## src/rtl/port_arbiter_pkg.sv

```systemverilog
// Shared parameter defaults and small helpers for the port arbiter.
package port_arbiter_pkg;

    // Bus width of addresses and data on the port bus.
    localparam int unsigned DEF_WORD_WIDTH  = 16;
    // Port address whose write stops the machine.
    localparam int unsigned DEF_HALT_PORT   = 0;
    // Cycles a read waits after issue before sampling the device.
    localparam int unsigned DEF_WAIT_CYCLES = 1;
    // Width of the read wait counter (WAIT_CYCLES is at most 15).
    localparam int unsigned WAIT_CNT_W      = 4;

    // Requester index to one-hot two-bit vector.
    function automatic logic [1:0] onehot2(input logic idx);
        return idx ? 2'b10 : 2'b01;
    endfunction

endpackage

```

## src/rtl/port_arbiter_rr.sv

```systemverilog
// Two-way round-robin grant: combinational one-hot grant, priority pointer
// that moves only when the grant is actually taken (update strobe).
module rr_arbiter2
    import port_arbiter_pkg::*;
(
    input  logic       clk,
    input  logic       rst_n,
    input  logic [1:0] req,
    input  logic       update,
    output logic [1:0] grant
);

    // Requester that wins when both ask; 0 after reset.
    logic prio_q;
    logic prio_d;

    // Grant the lone requester, or the one holding priority on a tie.
    always_comb begin
        grant  = 2'b00;
        prio_d = prio_q;
        if (req == 2'b11) begin
            grant = onehot2(prio_q);
        end else begin
            grant = req;
        end
        // Whoever is granted loses priority to the other requester.
        if (update && (grant != 2'b00)) begin
            prio_d = grant[0];
        end
    end

    // Priority pointer register.
    always_ff @(posedge clk or negedge rst_n) begin
        if (!rst_n) begin
            prio_q <= 1'b0;
        end else begin
            prio_q <= prio_d;
        end
    end

endmodule

```

## src/rtl/port_arbiter.sv

```systemverilog
// Port bus arbiter: two requesters (CPU, debug loader) share one port device.
// Handshake: a requester raises req[i] with we/addr/wdata stable and holds it
// until ack[i] pulses for one cycle; rdata is valid in that ack cycle. The
// device sees one-cycle portget/portset strobes with portaddr/portval valid
// in the same cycle, and returns read data on portout WAIT_CYCLES later.
module port_arbiter
    import port_arbiter_pkg::*;
#(
    parameter int unsigned WORD_WIDTH  = DEF_WORD_WIDTH,
    parameter int unsigned WAIT_CYCLES = DEF_WAIT_CYCLES,
    parameter int unsigned HALT_PORT   = DEF_HALT_PORT
) (
    input  logic                  clk,
    input  logic                  rst_n,
    input  logic [1:0]            req,
    input  logic [1:0]            we,
    input  logic [WORD_WIDTH-1:0] addr0,
    input  logic [WORD_WIDTH-1:0] addr1,
    input  logic [WORD_WIDTH-1:0] wdata0,
    input  logic [WORD_WIDTH-1:0] wdata1,
    output logic [1:0]            ack,
    output logic [WORD_WIDTH-1:0] rdata,
    output logic [WORD_WIDTH-1:0] portaddr,
    output logic [WORD_WIDTH-1:0] portval,
    output logic                  portget,
    output logic                  portset,
    input  logic [WORD_WIDTH-1:0] portout,
    output logic                  halted,
    output logic [1:0]            dbg_state
);

    typedef enum logic [1:0] {
        S_IDLE  = 2'd0,
        S_ISSUE = 2'd1,
        S_WAIT  = 2'd2,
        S_RESP  = 2'd3
    } state_t;

    state_t                state_q, state_d;
    logic                  gnt_idx_q, gnt_idx_d;
    logic                  we_q, we_d;
    logic [WAIT_CNT_W-1:0] cnt_q, cnt_d;
    logic [1:0]            ack_q, ack_d;
    logic [WORD_WIDTH-1:0] rdata_q, rdata_d;
    logic [WORD_WIDTH-1:0] portaddr_q, portaddr_d;
    logic [WORD_WIDTH-1:0] portval_q, portval_d;
    logic                  portget_q, portget_d;
    logic                  portset_q, portset_d;
    logic                  halted_q, halted_d;

    logic [1:0]            grant;
    logic                  grant_en;
    logic                  sel;

    // A grant is taken only from IDLE and never once halted.
    assign grant_en = (state_q == S_IDLE) && !halted_q && (req != 2'b00);
    assign sel      = grant[1];

    rr_arbiter2 u_rr (
        .clk    (clk),
        .rst_n  (rst_n),
        .req    (req),
        .update (grant_en),
        .grant  (grant)
    );

    // Next-state and registered-output logic. portaddr/portval double as the
    // latched transaction, so they naturally hold outside ISSUE.
    always_comb begin
        state_d    = state_q;
        gnt_idx_d  = gnt_idx_q;
        we_d       = we_q;
        cnt_d      = cnt_q;
        ack_d      = 2'b00;
        rdata_d    = rdata_q;
        portaddr_d = portaddr_q;
        portval_d  = portval_q;
        portget_d  = 1'b0;
        portset_d  = 1'b0;
        halted_d   = halted_q;
        unique case (state_q)
            S_IDLE: begin
                if (grant_en) begin
                    gnt_idx_d  = sel;
                    we_d       = we[sel];
                    portaddr_d = sel ? addr1 : addr0;
                    portval_d  = sel ? wdata1 : wdata0;
                    portset_d  = we[sel];
                    portget_d  = !we[sel];
                    state_d    = S_ISSUE;
                end
            end
            S_ISSUE: begin
                if (we_q) begin
                    ack_d    = onehot2(gnt_idx_q);
                    halted_d = halted_q | (portaddr_q == WORD_WIDTH'(HALT_PORT));
                    state_d  = S_RESP;
                end else begin
                    cnt_d   = WAIT_CNT_W'(WAIT_CYCLES - 1);
                    state_d = S_WAIT;
                end
            end
            S_WAIT: begin
                if (cnt_q == '0) begin
                    rdata_d = portout;
                    ack_d   = onehot2(gnt_idx_q);
                    state_d = S_RESP;
                end else begin
                    cnt_d = cnt_q - 1'b1;
                end
            end
            S_RESP: begin
                state_d = S_IDLE;
            end
            default: begin
                state_d = S_IDLE;
            end
        endcase
    end

    // State and output registers; reset abandons any transaction in flight.
    always_ff @(posedge clk or negedge rst_n) begin
        if (!rst_n) begin
            state_q    <= S_IDLE;
            gnt_idx_q  <= 1'b0;
            we_q       <= 1'b0;
            cnt_q      <= '0;
            ack_q      <= 2'b00;
            rdata_q    <= '0;
            portaddr_q <= '0;
            portval_q  <= '0;
            portget_q  <= 1'b0;
            portset_q  <= 1'b0;
            halted_q   <= 1'b0;
        end else begin
            state_q    <= state_d;
            gnt_idx_q  <= gnt_idx_d;
            we_q       <= we_d;
            cnt_q      <= cnt_d;
            ack_q      <= ack_d;
            rdata_q    <= rdata_d;
            portaddr_q <= portaddr_d;
            portval_q  <= portval_d;
            portget_q  <= portget_d;
            portset_q  <= portset_d;
            halted_q   <= halted_d;
        end
    end

    assign ack       = ack_q;
    assign rdata     = rdata_q;
    assign portaddr  = portaddr_q;
    assign portval   = portval_q;
    assign portget   = portget_q;
    assign portset   = portset_q;
    assign halted    = halted_q;
    assign dbg_state = state_q;

endmodule

```

## config.mk

```make
export PLATFORM = sky130hd
export DESIGN_NAME = port_arbiter
export DESIGN_NICKNAME = d
export VERILOG_FILES = /design/src/rtl/port_arbiter_pkg.sv /design/src/rtl/port_arbiter_rr.sv /design/src/rtl/port_arbiter.sv
export SDC_FILE = /design/constraint.sdc
export NUM_CORES = 1
export LEC_CHECK = 0
export BUFFER_PORTS_ARGS = -buffer_cell sky130_fd_sc_hd__buf_4
export CAP_MARGIN = 20
export CORE_MARGIN = 3
export CORE_UTILIZATION = 28
export CTS_CLUSTER_DIAMETER = 60
export DETAILED_ROUTE_END_ITERATION = 8
export GPL_ROUTABILITY_DRIVEN = 0
export GPL_TIMING_DRIVEN = 0
export PLACE_DENSITY = 0.63
export SLEW_MARGIN = 10
export SYNTH_ARGS = -nofsm -noshare
export SYNTH_HDL_FRONTEND = slang
export SYNTH_SLANG_ARGS = --single-unit
```

## constraint.sdc

```tcl
create_clock -name clk -period 4.6 [get_ports clk]
set_clock_uncertainty 0.15 [all_clocks]
set_input_delay 0.46 -clock clk [delete_from_list [all_inputs] [get_ports clk]]
set_output_delay 0.46 -clock clk [all_outputs]
set_load 0.01 [all_outputs]
```

==> results of run 1 <==
-- worst min-delay path by stage --
stage,depth (start not counted),slack (ns),startpoint,endpoint
detailed placement,1,0.32,gnt_idx_q,ack[0]
global placement,2,0.31,portval[10],portval[10]
floorplan,0,0.01,rst_n,ack[0]
finish,1,0.05,rst_n,ack[1]
CTS,1,0.09,rst_n,dbg_state[0]
global route,1,0.11,rst_n,ack[1]
-- cell usage in the layout, fill, tap and decap left out, types with 2 or more instances in the layout --
cell	netlist	final
bufinv_16	0	2
clkinv_2	0	2
buf_4	1	141
buf_2	4	4
a22o_2	2	2
nor4_1	3	3
a31oi_1	2	2
a21o_1	2	2
o21ai_1	8	8
nor2_1	6	6
a21oi_1	2	2
clkbuf_8	0	10
clkbuf_1	3	3
mux2_1	7	7
mux2_2	10	10
mux2i_1	34	34
nand2_1	35	35
buf_6	5	5
inv_1	6	6
dfrtp_1	62	62
o21ai_0	29	29
clkinvlp_4	0	2
ha_1	4	4
-- synthesized netlist by cell type --
library cell	instances
inv_1	6
a2111oi_1	1
nand4_1	1
o22ai_1	1
mux2_2	10
buf_6	5
buf_2	4
o21ai_1	8
and2_1	1
or4_1	1
dfrtp_1	62
a22o_2	2
a21o_1	2
nand2b_1	1
nor4_1	3
mux2i_1	34
and4bb_1	1
nor2_1	6
a31oi_1	2
buf_4	1
o22a_1	1
and3_1	1
a21boi_1	1
clkbuf_1	3
a21oi_1	2
nand3b_1	1
mux2_1	7
or3_1	1
a41o_1	1
and2b_1	1
ha_1	4
nand2_1	35
o21a_1	1
o21ai_2	1
o21ai_0	29
-- layer usage --
metal / share of wire / vias to the layer above / GRT usage
li1: - / 1152 / -
met1: 0.42 / 1084 / 0.158
met2: 0.49 / 100 / 0.228
met3: 0.086 / 5 / 0.0582
met4: 0.0084 / 0 / 0.0305
met5: 0 / - / 0
-- area by class of cell --
cell class / count / area [µm²] / share of cell area
plain buffers: 13 / 95.1 / 0.0225
clock buffers: 10 / 138 / 0.0326
clock inverters: 6 / 85.1 / 0.0201
inverters: 6 / 22.5 / 0.00533
multi-input cells: 160 / 1120 / 0.266
flip-flops and latches: 62 / 1550 / 0.367
well taps: 129 / 161 / 0.0382
repair buffers: 140 / 1050 / 0.249
-- where the power goes --
group / total, W / internal [W] / leakage [nW] / switching, W
Combinational: 0.00119 / 0.000621 / 1.32 / 0.000572
Clock: 0.000530 / 0.000318 / 0.108 / 0.000213
Sequential: 0.000965 / 0.000804 / 0.765 / 0.000161
-- kinds of logic (layout without fill, tap and decap cells) --
| group | after synthesis | in the layout |
|---|---|---|
| AO/OA/AOI/OAI | 52 | 52 |
| adder cells (fa/ha/maj) | 4 | 4 |
| buffers and inverters | 19 | 175 |
| flip-flops | 62 | 62 |
| multiplexers | 51 | 51 |
| AND/OR/NAND/NOR | 53 | 53 |
-- registers in the layout, summed over array words and instances, names as in the netlist --
name / flops
cnt_q: 4
portset: 1
rdata: 16
portval: 16
halted: 1
we_q: 1
dbg_state: 2
ack: 2
portaddr: 16
gnt_idx_q: 1
u_rr.prio_q: 1
portget: 1
-- per-stage QoR --
stage | hold slack (ns) | power (W)
6_report | 0.0530 | 0.00269
5_1_grt | 0.107 | 0.00291
4_1_cts | 0.0871 | 0.00274
3_5_place_dp | 0.324 | 0.00220
3_3_place_gp | 0.314 | 0.00216
2_1_floorplan | 0.0144 | 0.00160
==> flow_summary_export.csv, run 1 <==
group,metric,value,unit
setup_path,timing.rr.start,"dbg_state[0]",
setup_path,path_max_fanout,10,
detailed_routing,totalWireLength,7340,µm
yosys,syn_area,0.00279,mm²
yosys,synth-simple-area-share,0.0856,
detailed_routing,drc_errors,0,
yosys,synth_cells,241,
timing,slew_headroom,0.474,
setup_path,reg2regPathDepth,8,
floorplanning,ioPinCount,141,
timing,rsz0062_at_grt,"false",
timing,worst_slew_pin_slew,0.789,ns
place,placed_cells,510,
finish,nNetsFinal,482,
place,post-dp-hpwl,5600,µm
floorplanning,rows,35,
global_route,grt_usage,0.135,
yosys,synth_seq_area_share,0.556,
floorplanning,die_y,106,µm
min_path,min_path_type,"in2async",
yosys,avgSynthCellArea,11.6,µm²
cts,cts_hold_buffers,0,
finish,design_area,0.00423,mm²
cts,cts_made_buffers,9,
cts,cts.htree.levels,3,
cts,cts_max_path_buffers,2,
detailed_routing,wire_per_inst,14.0,µm
yosys,synthMuxAreaShare,0.190,
finish,syn_to_final_growth,51.4,%
finish,fill_cells,941,
floorplanning,die_w,106,µm
timing,min_period,2.03,ns
pwr,power_density,636,mW/mm²
yosys,synth.distinct_cells,35,
pwr,vdd_drop_max,0.000273,V
cts,cts.sinks,62,
status,status,"finished clean",
cts,cts_resized,0,
yosys,yosysTopAreaCell,"dfrtp_1",
yosys,synth_top_family_by_area,"multiplexers",
setup_path,crit_chain,"inv_1 -> ha_1 -> and2b_1 -> o21ai_2 -> buf_2 -> buf_2 -> nand2_1 -> o21ai_1",
place,place_area,0.00400,mm²
yosys,ys_ff_latch,62,
yosys,synth.top_cells.by_area,"dfrtp_1 56%, mux2i_1 12%, o21ai_0 5.2%",
cts,postCtsSetupRepairBufs,0,
detailed_routing,firstDrtPassIters,4,
timing,period_share,0.441,
yosys,synth_compound_area_frac,0.108,
detailed_routing,drt_first_iter_violations,49,
setup_path,crit_slowest_cell,"dfrtp_1",
global_route,grt_overflow_total,0,
floorplanning,floorplan.initialDensity,0.295,
finish,final_cells,526,
global_route,grt_pass1_wl,11800,µm
yosys,synth_top_area_share,0.556,
yosys,synth_xor_area_frac,0,
place,port_buffers,140,
finish,layout-drive-gt1-share,0.451,
finish,antenna_cells,0,
run,drv_cap,0,
setup_path,critPathArrivalTime,2.12,ns
setup_path,worst_setup_path_endpoint,"portval[1]",
timing,fmax,493,MHz
global_route,first_global_vias,2416,
setup_path,ff2ff_setup_slack,2.57,ns
setup_path,crit_path_end_kind,"flip-flop",
setup_path,path_class,"reg2reg",
setup_path,cp-start-kind,"flip-flop",
yosys,synthAdderAreaFrac,0.0179,
finish,utilization,0.447,
place,pre_cts_ws,2.54,ns
setup_path,path_buf_inv,3,
timing,finalSetupTns,0,ns
yosys,syn-num-nets,331,
yosys,synth_warnings,0,
cts,root_buffer,"clkbuf_8",
setup_path,crit_start,"dbg_state[0]",
setup_path,slowest_delay,0.44,ns
detailed_routing,vias_per_cell,4.45,
timing,timing.final.ws_setup,2.57,ns
detailed_routing,postRouteAntennaNets,0,
global_route,grt_max_degree,63,
timing,maxSlewViolCount,0,
timing,final-hold-violation-count,0,
cts,clk_pin_slew,0.07,ns
cts,clk_latency,0.33,ns
timing,setup_violations,0,
global_route,antenna_found_initial,0,
setup_path,cp_top_family,"buffers and inverters",
cts,cts_tree,"done",
setup_path,worst_path_most_repeated_cell,"buf_2",
floorplanning,die-area,0.0112,mm²
pwr,p_leak,2.20,nW
floorplanning,core,0.00946,mm²
setup_path,cp_num_cells,8,
detailed_routing,vias,2341,
setup_path,rr_endpoint,"portval[1]",
setup_path,required,4.70,ns
Note: power is estimated with default switching activity, not from simulation.
==> run 2: changes to the inputs <==
==> constraint.sdc (replaced) <==
create_clock -name clk -period 2.1 [get_ports clk]
set_clock_uncertainty 0.15 [all_clocks]
set_input_delay 0.21 -clock clk [delete_from_list [all_inputs] [get_ports clk]]
set_output_delay 0.21 -clock clk [all_outputs]
set_load 0.01 [all_outputs]
==> run 2 against run 1 <==
Against the previous run: combinational power up 130%; count of clock-buffer cells in the layout unchanged; final cell count up 5.1%; total power up 120%; die area unchanged; critical endpoint is now rdata[7]; largest cell class unchanged; largest power group unchanged.
==> flow_summary_export.csv, run 2 (synthesized netlist as in run 1, its figures left out) <==
group,metric,value,unit
status,status,"finished clean",
setup_path,path_class,"reg2reg",
min_path,hold_end,"portaddr[15]",
finish,layout-drive-gt1-share,0.434,
finish,utilization,0.477,
timing,fmax,510,MHz
timing,rsz0062_at_grt,"false",
detailed_routing,wire_per_inst,14.1,µm
min_path,hold_depth,3,
timing,period_share,0.934,
cts,cts.sinks,62,
timing,min_period,1.96,ns
setup_path,ff2ff_setup_slack,0.14,ns
pwr,finalPower,0.00597,W
floorplanning,core,0.00946,mm²
timing,maxSlewViolCount,0,
timing,final-hold-violation-count,0,
global_route,grt_overflow_total,0,
setup_path,critPathArrivalTime,2.03,ns
detailed_routing,firstDrtPassIters,4,
timing,worst_slew_pin_slew,0.796,ns
min_path,min_path_type,"in2reg",
cts,postCtsSetupRepairBufs,0,
cts,cts_made_buffers,9,
setup_path,reg2regPathDepth,6,
finish,syn_to_final_growth,61.8,%
finish,seq_area,0.00155,mm²
global_route,antenna_found_initial,0,
cts,clk_pin_slew,0.07,ns
detailed_routing,drc_errors,0,
setup_path,crit_chain,"inv_1 -> ha_2 -> and4bb_1 -> buf_6 -> buf_6 -> mux2_2",
place,pre_cts_ws,0.0418,ns
timing,slew_headroom,0.469,
detailed_routing,postRouteAntennaNets,0,
floorplanning,die_y,106,µm
detailed_routing,drt_first_iter_violations,51,
floorplanning,die_w,106,µm
timing,hold_ws,0.0111,ns
place,port_buffers,140,
detailed_routing,totalWireLength,7780,µm
cts,cts.htree.levels,3,
finish,antenna_cells,0,
timing,finalSetupTns,0,ns
pwr,power_density,1320,mW/mm²
place,post-dp-hpwl,5600,µm
cts,root_buffer,"clkbuf_8",
floorplanning,floorplan.initialDensity,0.295,
finish,multiInputGateArea,0.00112,mm²
timing,timing.final.ws_setup,0.139,ns
finish,final_common_cell,"buf_4",
finish,fill_cells,903,
pwr,vdd_drop_max,0.000599,V
run,drv_cap,0,
finish,final_cell_mix,"141 x buf_4, 61 x dfrtp_1, 35 x nand2_1",
pwr,p_leak,2.32,nW
detailed_routing,vias_per_cell,4.38,
global_route,grt_max_degree,63,
setup_path,rr_endpoint,"rdata[7]",
finish,nNetsFinal,509,
setup_path,worst_path_most_repeated_cell,"buf_6",
setup_path,required,2.17,ns
setup_path,cp-start-kind,"flip-flop",
detailed_routing,vias,2422,
cts,cts_tree,"done",
floorplanning,rows,35,
cts,clk_latency,0.33,ns
setup_path,crit_path_end_kind,"flip-flop",
global_route,grt_usage,0.143,
setup_path,timing.rr.start,"dbg_state[0]",
min_path,min_from,"addr1[15]",
cts,cts_max_path_buffers,2,
global_route,grt_pass1_wl,12600,µm
setup_path,slowest_delay,0.44,ns
global_route,first_global_vias,2568,
setup_path,crit_slowest_cell,"dfrtp_2",
floorplanning,ioPinCount,141,
setup_path,path_max_fanout,10,
floorplanning,die-area,0.0112,mm²
timing,setup_violations,0,
run 2: changes by cell type in the layout (fill, tap and decap cells not counted), moves of 2 or more:
cell | before | now
clkbuf_1 | 3 | 0
clkbuf_2 | 0 | 3
clkbuf_4 | 0 | 2
dlygate4sd3_1 | 0 | 27
buf_2 | 4 | 1
run 2: power breakdown:
group | internal, W | switching, W | total [W]
clock | 0.000696 | 0.000465 | 0.00116
sequential | 0.00176 | 0.000353 | 0.00212
combinational | 0.00142 | 0.00127 | 0.00269
total | 0.00388 | 0.00209 | 0.00597
run 2: worst max path at each step:
| stage | startpoint | endpoint | slack (ns) | depth (start not counted) |
|---|---|---|---|---|
| floorplan | dbg_state[0] | rdata[7] | 0.25 | 6 |
| global placement | dbg_state[0] | portval[11] | 0.11 | 8 |
| detailed placement | dbg_state[0] | portval[10] | 0.04 | 8 |
| CTS | dbg_state[0] | portval[1] | 0.02 | 8 |
| global route | dbg_state[0] | dbg_state[1] | 0.02 | 6 |
| finish | dbg_state[0] | rdata[7] | 0.14 | 6 |
run 2: area by class of cell:
| class | instances | share of cell area |
|---|---|---|
| plain buffers | 13 | 0.0244 |
| multi-input cells | 160 | 0.249 |
| flip-flops and latches | 62 | 0.344 |
| clock inverters | 6 | 0.0188 |
| clock buffers | 10 | 0.0305 |
| repair buffers | 167 | 0.293 |
| well taps | 129 | 0.0357 |
| inverters | 6 | 0.00499 |
run 2: stage by stage:
stage,instances,instance area (µm²)
after global placement,510,4000
after detailed placement,510,4000
after global routing,553,4520
final,553,4520
after CTS,553,4500
after floorplan,241,2790
run 2: critical path, delay by kind of cell (launching register included):
family	cells	cell delay [ns]
adder cells (fa/ha/maj)	1	0.24
buffers and inverters	3	0.42
AND/OR/NAND/NOR	1	0.25
multiplexers	1	0.34
flip-flops	1	0.44
run 2: timing repair:
| action | CTS | global route |
|---|---|---|
| endpoints found under the setup margin | 0 | 41 |
| hold buffers | 27 | 0 |
| gates resized for setup | 0 | 13 |
| endpoints found under the hold margin | 84 | 0 |
run 2: routing by layer:
layer  global-route usage  routed length, µm  vias up
met5                    0                  0        -
met4               0.0305                 56        0
met3               0.0521                492        5
met2                0.251               3920       92
met1                0.167               3310     1121
li1                     -                  -     1204
==> run 3: changes to the inputs <==
--- a/config.mk
+++ b/config.mk
@@ -14,6 +14,7 @@
 export GPL_ROUTABILITY_DRIVEN = 0
 export GPL_TIMING_DRIVEN = 0
 export PLACE_DENSITY = 0.63
+export RECOVER_POWER = 50
 export SLEW_MARGIN = 10
 export SYNTH_ARGS = -nofsm -noshare
 export SYNTH_HDL_FRONTEND = slang
==> run 3 against run 2 <==
Against the previous run: register-to-register slack barely moved; global-route usage unchanged; highest routed layer unchanged; routed wire length hardly changed; largest cell class unchanged.
==> flow_summary_export.csv, run 3 (synthesized netlist as in run 1, its figures left out) <==
group,metric,value,unit
status,status,"finished clean",
detailed_routing,totalWireLength,7780,µm
pwr,p_leak,2.12,nW
floorplanning,floorplan.initialDensity,0.295,
setup_path,cp_top_family,"flip-flops",
cts,cts_tree,"done",
place,placed_cells,510,
cts,cts_made_buffers,9,
cts,cts.htree.levels,3,
timing,worst_slew_pin_slew,0.796,ns
detailed_routing,drt_first_iter_violations,41,
setup_path,path_buf_inv,3,
run,drv_cap,0,
cts,clk_pin_slew,0.07,ns
detailed_routing,drc_errors,0,
global_route,grt_pass1_wl,12600,µm
floorplanning,die-area,0.0112,mm²
setup_path,critPathArrivalTime,2.03,ns
setup_path,required,2.17,ns
cts,cts_max_path_buffers,2,
setup_path,crit_slowest_cell,"dfrtp_2",
pwr,p_int,0.00350,W
timing,maxSlewViolCount,0,
finish,antenna_cells,0,
finish,final_cells,553,
finish,final_cell_mix,"88 x buf_4, 61 x dfrtp_1, 53 x clkbuf_1",
global_route,first_global_vias,2568,
floorplanning,core,0.00946,mm²
timing,hold_ws,0.0122,ns
detailed_routing,firstDrtPassIters,4,
min_path,min_path_type,"in2reg",
detailed_routing,wire_per_inst,14.1,µm
timing,period_share,0.933,
finish,layout-drive-gt1-share,0.309,
timing,slew_headroom,0.469,
timing,finalSetupTns,0,ns
pwr,clock_power_share,0.208,
timing,setup_violations,0,
setup_path,worst_path_most_repeated_cell,"buf_6",
global_route,grt_usage,0.143,
setup_path,slowest_delay,0.44,ns
floorplanning,ioPinCount,141,
pwr,combPwrFrac,0.415,
pwr,swShare,0.373,
timing,final-hold-violation-count,0,
setup_path,crit_chain,"inv_1 -> ha_2 -> and4bb_1 -> buf_6 -> buf_6 -> mux2_2",
place,port_buffers,140,
cts,clk_latency,0.33,ns
setup_path,path_max_fanout,10,
setup_path,path_class,"reg2reg",
finish,fill_cells,932,
pwr,finalPower,0.00559,W
timing,min_period,1.96,ns
pwr,vdd_drop_max,0.000566,V
cts,cts.sinks,62,
floorplanning,die_y,106,µm
setup_path,crit_path_end_kind,"flip-flop",
pwr,power_density,1290,mW/mm²
global_route,grt_max_degree,63,
setup_path,cp-start-kind,"flip-flop",
global_route,antenna_found_initial,0,
finish,syn_to_final_growth,54.6,%
pwr,power_frac_seq,0.377,
pwr,p_sw,0.00208,W
detailed_routing,vias,2414,
floorplanning,rows,35,
global_route,grt_overflow_total,0,
floorplanning,die_w,106,µm
detailed_routing,vias_per_cell,4.37,
timing,fmax,511,MHz
finish,nNetsFinal,509,
place,post-dp-hpwl,5600,µm
timing,rsz0062_at_grt,"false",
cts,root_buffer,"clkbuf_8",
finish,final_common_cell,"buf_4",
detailed_routing,postRouteAntennaNets,0,
run 3: cell types whose count changed in the layout (fill, tap and decap cells not counted):
cell | previous run | this run
buf_4 | 141 | 88
clkbuf_1 | 0 | 53
run 3: stage by stage:
step | util | cell area (µm²) | worst slack, ns
3_5_place_dp | 0.423 | 4000 | 0.0418
5_1_grt | 0.456 | 4320 | 0.0245
4_1_cts | 0.475 | 4500 | 0.0160
3_3_place_gp | 0.423 | 4000 | 0.109
6_report | 0.456 | 4320 | 0.141
2_1_floorplan | - | 2790 | 0.247
run 3: power by group through the flow:
stage	registers (W)	logic (W)	clock network, W
floorplan	0.00232	0.00118	0
global placement	0.00211	0.00263	0
detailed placement	0.00214	0.00267	0
CTS	0.00212	0.00272	0.00121
global route	0.00219	0.00261	0.00127
finish	0.00211	0.00232	0.00116
run 3: timing repair:
item	CTS	global route
setup buffers	0	0
hold buffers	27	0
hold endpoints to repair	84	0
endpoints found under the setup margin	0	41
resized for setup	0	13
run 3: area by class of cell:
| type | instances | area (µm²) | area share |
|---|---|---|---|
| clock inverters | 6 | 85.1 | 0.0197 |
| multi-input cells | 160 | 1120 | 0.261 |
| plain buffers | 13 | 110 | 0.0255 |
| repair buffers | 167 | 1120 | 0.260 |
| inverters | 6 | 22.5 | 0.00522 |
| clock buffers | 10 | 138 | 0.0319 |
| flip-flops and latches | 62 | 1550 | 0.360 |
| well taps | 129 | 161 | 0.0374 |
run 3: routing by layer:
| metal | global-route usage | vias to the layer above | routed length [µm] |
|---|---|---|---|
| met1 | 0.167 | 1111 | 3360 |
| met5 | 0 | - | 0 |
| met3 | 0.0521 | 5 | 499 |
| met2 | 0.251 | 92 | 3850 |
| met4 | 0.0305 | 0 | 59 |
| li1 | - | 1206 | - |
run 3: worst paths after layout:
kind / startpoint / end / slack, ns / cells past startpoint
setup / recovery: dbg_state[0] / rdata[7] / 0.14 / 6
hold / removal: addr1[15] / portaddr[15] / 0.01 / 3
setup reg to reg: dbg_state[0] / rdata[7] / 0.14 / 6
hold reg to reg: gnt_idx_q / ack[0] / 0.32 / 1
max in group asynchronous: rst_n / rdata[0] / 0.90 / 2
min in group asynchronous: rst_n / ack[1] / 0.36 / 2
run 3: worst register-to-register path: cells and delay by family (launching register included):
family / cells / cell delay, ns
adder cells (fa/ha/maj): 1 / 0.24
flip-flops: 1 / 0.44
buffers and inverters: 3 / 0.43
multiplexers: 1 / 0.34
AND/OR/NAND/NOR: 1 / 0.25
